--- config.mk ---
export PLATFORM = sky130hd
export DESIGN_NAME = neural_network
export DESIGN_NICKNAME = d
export VERILOG_FILES = /design/src/rtl/neural_network.sv
export SDC_FILE = /design/constraint.sdc
export NUM_CORES = 1
export LEC_CHECK = 0
export CORE_MARGIN = 2
export CORE_UTILIZATION = 59
export CTS_BUF_LIST = sky130_fd_sc_hd__clkbuf_4
export DETAILED_ROUTE_END_ITERATION = 10
export PLACE_DENSITY_LB_ADDON = 0.2
export RECOVER_POWER = 50
export SLEW_MARGIN = 20
export SYNTH_ARGS = -nofsm -noshare
export SYNTH_HDL_FRONTEND = slang
export SYNTH_SLANG_ARGS = --single-unit
--- constraint.sdc ---
create_clock -name clk -period 14 [get_ports clk]
set_input_delay 3.5 -clock clk [delete_from_list [all_inputs] [get_ports clk]]
set_output_delay 3.5 -clock clk [all_outputs]
set_load 0.005 [all_outputs]
--- src/rtl/neural_network.sv ---
// Fixed-point neuron: weight memory, activation buffer and a single MAC that
// accumulates one term per enabled clock and closes out with ReLU + saturation.
module neural_network #(
    parameter int unsigned LAYER_SIZE  = 4,
    parameter int unsigned LAYER_DEPTH = 4,
    parameter int unsigned BIT_SIZE    = 16,
    localparam int unsigned LW = (LAYER_DEPTH > 1) ? $clog2(LAYER_DEPTH) : 1,
    localparam int unsigned NW = (LAYER_SIZE > 1) ? $clog2(LAYER_SIZE) : 1
) (
    input  logic                       clk,
    input  logic                       rst,
    input  logic                       weight_write_enable,
    input  logic                       input_write_enable,
    input  logic                       input_select,
    input  logic [LW-1:0]              layer,
    input  logic [NW-1:0]              node,
    input  logic signed [BIT_SIZE-1:0] x,
    output logic signed [BIT_SIZE-1:0] y,
    output logic signed [BIT_SIZE-1:0] y_mem
);

    localparam int unsigned FRAC     = BIT_SIZE / 2;
    localparam int unsigned PW       = 2 * BIT_SIZE;
    localparam int unsigned AW       = PW + NW;
    localparam int unsigned LAST_IDX = LAYER_SIZE - 1;

    localparam logic [LW:0]   DEPTH_LIM = LAYER_DEPTH[LW:0];
    localparam logic [NW:0]   SIZE_LIM  = LAYER_SIZE[NW:0];
    localparam logic [NW-1:0] LAST_NODE = LAST_IDX[NW-1:0];

    localparam logic signed [AW-1:0] Y_MAX =
        {{(AW - BIT_SIZE + 1){1'b0}}, {(BIT_SIZE - 1){1'b1}}};

    logic signed [BIT_SIZE-1:0] w_mem [LAYER_DEPTH][LAYER_SIZE];
    logic signed [BIT_SIZE-1:0] a_mem [LAYER_SIZE];

    logic                       layer_ok;
    logic                       node_ok;
    logic signed [BIT_SIZE-1:0] w_rd;
    logic signed [BIT_SIZE-1:0] a_rd;
    logic signed [BIT_SIZE-1:0] operand;
    logic signed [PW-1:0]       op_ext;
    logic signed [PW-1:0]       w_ext;
    logic signed [PW-1:0]       prod;
    logic signed [PW-1:0]       term;
    logic signed [AW-1:0]       term_ext;
    logic signed [AW-1:0]       sum;
    logic                       mac_en;
    logic                       last_node;

    logic signed [AW-1:0]       acc_q, acc_d;
    logic signed [BIT_SIZE-1:0] y_q, y_d;

    // Addresses beyond the parameterised range are dropped on write and read as 0.
    assign layer_ok = {1'b0, layer} < DEPTH_LIM;
    assign node_ok  = {1'b0, node} < SIZE_LIM;

    always_comb begin
        w_rd = '0;
        if (layer_ok && node_ok) begin
            w_rd = w_mem[layer][node];
        end
    end

    always_comb begin
        a_rd = '0;
        if (node_ok) begin
            a_rd = a_mem[node];
        end
    end

    assign y_mem = a_rd;

    // Memories are deliberately outside the reset domain.
    always_ff @(posedge clk) begin
        if (weight_write_enable && layer_ok && node_ok) begin
            w_mem[layer][node] <= x;
        end
    end

    always_ff @(posedge clk) begin
        if (input_write_enable && node_ok) begin
            a_mem[node] <= x;
        end
    end

    assign mac_en    = !weight_write_enable && !input_write_enable;
    assign last_node = (node == LAST_NODE);
    assign operand   = input_select ? x : a_rd;

    // Full-width signed product, then drop F fractional bits with floor rounding.
    assign op_ext   = {{BIT_SIZE{operand[BIT_SIZE-1]}}, operand};
    assign w_ext    = {{BIT_SIZE{w_rd[BIT_SIZE-1]}}, w_rd};
    assign prod     = op_ext * w_ext;
    assign term     = prod >>> FRAC;
    assign term_ext = {{NW{term[PW-1]}}, term};
    assign sum      = acc_q + term_ext;

    function automatic logic signed [BIT_SIZE-1:0] relu_sat(input logic signed [AW-1:0] v);
        if (v[AW-1]) begin
            return '0;
        end else if (v > Y_MAX) begin
            return Y_MAX[BIT_SIZE-1:0];
        end else begin
            return v[BIT_SIZE-1:0];
        end
    endfunction

    always_comb begin
        acc_d = acc_q;
        y_d   = y_q;
        if (mac_en) begin
            if (last_node) begin
                acc_d = '0;
                y_d   = relu_sat(sum);
            end else begin
                acc_d = sum;
            end
        end
    end

    always_ff @(posedge clk or negedge rst) begin
        if (!rst) begin
            acc_q <= '0;
            y_q   <= '0;
        end else begin
            acc_q <= acc_d;
            y_q   <= y_d;
        end
    end

    assign y = y_q;

endmodule

-- Yosys cells after proc, flatten, opt, wreduce, memory -nomap -nowiden
Memories as Yosys holds them, arrays and structs flattened.
Cells that the tools add are included.
- add/subtract/negate cells: 1
- multipliers: 1
- $lt $le $gt $ge: 3
- equal/unequal tests: 1
- muxes and demuxes: 13
- bitwise logic cells: 1
- reduce and logical (&&, ||, !) cells: 5
- operator list (kind ; number):
    16-bit two-way mux ; 6
    64-bit two-way mux ; 1
    34-bit by 24-bit adder with 34-bit output ; 1
    34-bit by 16-bit > comparator with 1-bit output, second input constant ; 1
    34-bit two-way mux ; 1
    16-bit binary-select mux with 2-bit select ; 1
    16-bit demux with 2-bit select ; 1
    16-bit by 16-bit multiplier with 32-bit output ; 1
    3-bit >= comparator, second input constant ; 1
    3-bit by 1-bit less-than comparator with 1-bit output, second input constant ; 1
    1-bit two-way mux ; 3
    2-bit NOT with 3-bit output ; 1
    2-bit == test, second input constant ; 1
    1-bit logical AND ; 2
    1-bit logical NOT ; 2
    2-bit AND reduction ; 1
- register bits: 50
- memory bits (writable): 320
- input bits: 25
- memories: 2
- memory list (name ; depth ; bits a word ; rd ports ; clocked after memory_dff ; wr ports ; RTL line ; source):
    w_mem ; 4 ; 64 ; 1 ; 0 ; 1 ; 34 ; logic signed [BIT_SIZE-1:0] w_mem [LAYER_DEPTH][LAYER_SIZE];
    a_mem ; 4 ; 16 ; 1 ; 0 ; 1 ; 35 ; logic signed [BIT_SIZE-1:0] a_mem [LAYER_SIZE];

-- Depth between registers and ports, before layout
- word-level depth: 9
- gate-level depth with buffers: 46

-- Worst setup path after synthesis
Ideal clock, no wire load.
- path kind: input -> register
- start point: in node[0]
- end point: reg y_q[8], in the netlist y[8]
- data arrival time: 14.363 ns
- data required time: 13.868 ns
- path slack: -0.495 ns
- stages on the path: 41
- buffers on the path: 6
- cell sequence: buf_4 > clkbuf_1 > buf_1 > clkbuf_1 > mux2_2 > o21ai_1 > clkbuf_1 > nor2_1 > fa_1 > inv_1 > fa_1 > fa_1 > inv_1 > fa_1 > fa_1 > inv_1 > fa_1 > inv_1 > (+5 left out) > a221oi_4 > o21ai_2 > o21a_1 > o21a_1 > nor2_1 > ha_1 > a2111o_1 > a31oi_1 > o31ai_1 > nor3_2 > a211oi_1 > o22a_1 > a221o_1 > xor2_1 > or4_4 > nor4_4 > buf_6 > a211oi_2
- cells in the longest elaborated chain, start to end: 9
- elaborated cells between the ends (all ways): 13
- classes of those cells: 1 x add/sub; 1 x mul; 1 x order compare; 1 x eq/ne; 6 x mux; 1 x bitwise; 1 x reduce/logical; 1 x memory
- ends and longest elaborated chain (item ; RTL line ; source):
    start: declaration ; 16 ; input logic [NW-1:0] node,
    2-bit NOT with 3-bit output (implied by the code) ; 61 ; w_rd = w_mem[layer][node];
    16-bit binary-select mux with 2-bit select ; 61 ;
    16-bit two-way mux (implied by the code) (2 in series) ; 61 ;
    16-bit by 16-bit multiplier with 32-bit output ; 94 ; assign prod = op_ext * w_ext;
    34-bit by 24-bit adder with 34-bit output ; 97 ; assign sum = acc_q + term_ext;
    34-bit by 16-bit > comparator with 1-bit output ; 102 ; end else if (v > Y_MAX) begin
    16-bit two-way mux ; 102 ;
    16-bit two-way mux ; 100 ; if (v[AW-1]) begin
    end signal: assignment ; 128 ; y_q <= y_d;
    end: declaration ; 52 ; logic signed [BIT_SIZE-1:0] y_q, y_d;
Parallel ways exist; a longest one is shown, timed or not. The select of a mux whose other input is x is not followed.
A chain may end at the register's enable or synchronous reset.

-- Worst setup path after layout
- start point: in x[3]
- end point: reg y_q[2], in the netlist y[2]
- cells in the longest elaborated chain, start to end: 6
- ends and longest elaborated chain (item ; RTL line ; source):
    start: declaration ; 17 ; input logic signed [BIT_SIZE-1:0] x,
    16-bit two-way mux * ; 89 ; assign operand = input_select ? x : a_rd;
    16-bit by 16-bit multiplier with 32-bit output * ; 94 ;
    34-bit by 24-bit adder with 34-bit output * ; 97 ;
    34-bit by 16-bit > comparator with 1-bit output ; 102 ;
    16-bit two-way mux ; 102 ;
    16-bit two-way mux * ; 100 ;
Every way passes the cells marked *; elsewhere a longest branch is shown, timed or not.

==> reports/metrics.csv <==
metric,value,unit
clk_latency,0.85,ns
hold_end,acc_q[6],
vias_per_cell,5.68,
cts-resized-gates,0,
ys_ff_latch,370,
maxCapViolCount,1,
synth_cells,1971,
die_w,212,µm
synth_flop_cell,edfxtp_1,
crit_fanout,22,
worst_slew_pin_slew,2.86,ns
grt_pass1_vias,17108,
syn_avg_cell_area,12.9,µm²
io_buffers,56,
criticalPathCategory,in2reg,
clock-sinks,370,
fmax,0.0740,GHz
core_area,42900,µm²
gp_congestion,0.947,
vias,16029,
place_hpwl,46300,µm
wl_per_cell,21.8,µm
ff2ff_path_depth,37,
critPathMaxStageDelay,0.80,ns
min_from,acc_q[6],
setup_violations,0,
grt_pass1_wl,95800,µm
ant_nets,0,
drtPass1Iterations,7,
end_kind,register,
track_usage,29.0,%
root_buffer,clkbuf_4,
antenna_found_initial,4,
hold_buffers,0,
drc,0,
first_iter_violations,1344,
hold_viol,0,
start_util,59.5,%
r2r_end,y[2],
post_cts_buffers,0,
cp-start-kind,input pin,
violations,"max-capacitance violations, max-slew violations",
hold_path_class,reg2reg,
die-height,212,µm
async_reset_ff_share,13.5,%
cts_buffers,93,
ios,57,
ff2ff_setup_slack,3.21,ns
ys_types,68,
htreeDepth,3,
synth_edf_count,320,
final_nets,2576,
rows,76,
hold_ws,0.489,ns
grt_max_degree,51,
worstHoldPathCells,2,
die-area,44900,µm²
fin_crit_sh,96.6,%
crit_required,14.70,ns
run_status,finished with violations,
fin_skew,0.0825,ns
utilization,66.8,%
dp_slack,-0.199,ns
grt_overflow,0,
drive_gt1_share,17.1,%
totalWireLength,61500,µm
slew_viol_final,51,
cp.arrival,14.22,ns
maxSlewHeadroom,-90.7,%
cpMostUsedCell,inv_1,
syn-cell-area,25500,µm²
tns,0,ns
period_needed,13.52,ns
fin_ws,0.478,ns
synth.net_count,2374,
clk_pin_slew,0.06,ns
r2r-start,w_mem[3][2],
rsz0062_at_grt,no,
clockBufferDepth,3,
slowest_stage,clkbuf_1,
cts_tree,done,
ys_warn_count,0,
synth_seq_area_share,42.6,%
areaGrowthSynthToFinish,12.4,%
worst max-delay path: cells and delay by family:
kind / cells / cell delay [ns]
muxes: 1 / 0.47
adders and majority gates: 8 / 3.31
and+or+nand+nor: 7 / 2.18
buffers and inverters: 12 / 2.46
AOI/OAI and AO/OA: 9 / 2.09
xor gates and xnor gates: 1 / 0.16
routing by layer:
metal  wire length, µm  GRT usage [%]  vias to the layer above
met1             24500           37.5                     8156
met2             31100           49.1                      586
met4              1260           9.64                        2
li1                  -              -                     7200
met5                10              0                        -
met3              4630           6.39                       85
worst max-delay path by stage:
stage	start	slack (ns)	to
after floorplan	layer[0]	0.0008	y[8]
after global placement	node[0]	-0.07	y[2]
after detailed placement	node[0]	-0.20	y[2]
after CTS	node[0]	0.73	y[2]
after global routing	x[3]	0.08	y[4]
final	x[3]	0.48	y[2]
sequential cells by signal, indices dropped and copies added (netlist names):
name / cells
w_mem: 256
y: 16
a_mem: 64
acc_q: 34
metrics by stage:
stage	area [µm²]	cells
3_5_place_dp	27600	2663
5_1_grt	28700	2822
2_1_floorplan	25500	1971
3_3_place_gp	27600	2663
6_report	28700	2822
4_1_cts	28700	2820
cell usage after synthesis (3+ instances only):
| cell | count | share of area (%) |
|---|---|---|
| a221o_1 | 3 | 0.12 |
| o21ai_1 | 8 | 0.16 |
| nand3_1 | 18 | 0.35 |
| o211ai_1 | 5 | 0.15 |
| nand4_1 | 4 | 0.098 |
| nor2_1 | 187 | 2.8 |
| fa_1 | 262 | 21 |
| mux2_2 | 21 | 0.93 |
| a211o_1 | 6 | 0.21 |
| a31oi_1 | 4 | 0.098 |
| or2_2 | 6 | 0.15 |
| a211oi_2 | 10 | 0.49 |
| a22o_1 | 13 | 0.45 |
| buf_1 | 11 | 0.16 |
| o21bai_1 | 6 | 0.18 |
| edfxtp_1 | 320 | 38 |
| dfrtp_1 | 50 | 4.9 |
| nor3_1 | 14 | 0.27 |
| nand3b_1 | 3 | 0.088 |
| clkbuf_1 | 44 | 0.65 |
| buf_2 | 5 | 0.098 |
| a22oi_1 | 3 | 0.088 |
| and3_1 | 7 | 0.17 |
| nor4_1 | 3 | 0.074 |
| xor2_1 | 18 | 0.62 |
| ha_1 | 116 | 5.7 |
| nor2b_1 | 16 | 0.39 |
| a21oi_1 | 40 | 0.79 |
| nand2_1 | 123 | 1.8 |
| o31ai_1 | 3 | 0.088 |
| mux4_2 | 86 | 7.6 |
| o21ai_0 | 41 | 0.80 |
| inv_1 | 302 | 4.4 |
| and4_1 | 4 | 0.14 |
| a211oi_1 | 12 | 0.35 |
| buf_6 | 4 | 0.18 |
| nand2b_1 | 41 | 1.0 |
| mux2i_1 | 25 | 0.98 |
| o21a_1 | 12 | 0.35 |
| a21o_1 | 20 | 0.59 |
| xnor2_1 | 42 | 1.4 |
| or3_1 | 3 | 0.074 |
| and2_1 | 19 | 0.47 |
logic make-up after synthesis:
kind of cell	count (synthesis)	share of synthesized area, %
AND/OR/NAND/NOR	460	8.33
adder cells (fa/ha/maj)	378	26.3
flip-flops	370	42.6
buffers and inverters	367	5.56
AO/OA/AOI/OAI	203	5.64
multiplexers	133	9.55
XOR/XNOR	60	2.06
cells in the final DEF, fill, tap and decap left out, types with 13 or more instances in the layout:
| cell | count |
|---|---|
| edfxtp_1 | 320 |
| inv_1 | 302 |
| fa_1 | 262 |
| nor2_1 | 187 |
| clkbuf_4 | 133 |
| nand2_1 | 123 |
| ha_1 | 116 |
| mux4_2 | 86 |
| buf_4 | 82 |
| dfrtp_1 | 50 |
| xnor2_1 | 42 |
| nand2b_1 | 41 |
| a21oi_1 | 40 |
| o21ai_0 | 40 |
| clkdlybuf4s50_1 | 35 |
| mux2i_1 | 25 |
| mux2_2 | 21 |
| a21o_1 | 20 |
| and2_1 | 19 |
| nand3_1 | 18 |
| xor2_1 | 18 |
| clkbuf_1 | 18 |
| buf_12 | 17 |
| nor2b_1 | 16 |
| clkinv_1 | 16 |
| dlygate4sd3_1 | 16 |
| a22o_1 | 13 |
layout make-up:
cell class / count / area, µm²
sequential: 370 / 10900
timing repair buffer: 172 / 1550
multi-input combinational: 1234 / 13200
fill: 3182 / 14200
clock buffer: 133 / 998
antenna: 2 / 5.00
tap: 585 / 732
inverter: 302 / 1130
clock inverter: 24 / 140
Power is not shown: default switching activity piles up to over one toggle a cycle in this logic, so the estimate is an artifact.
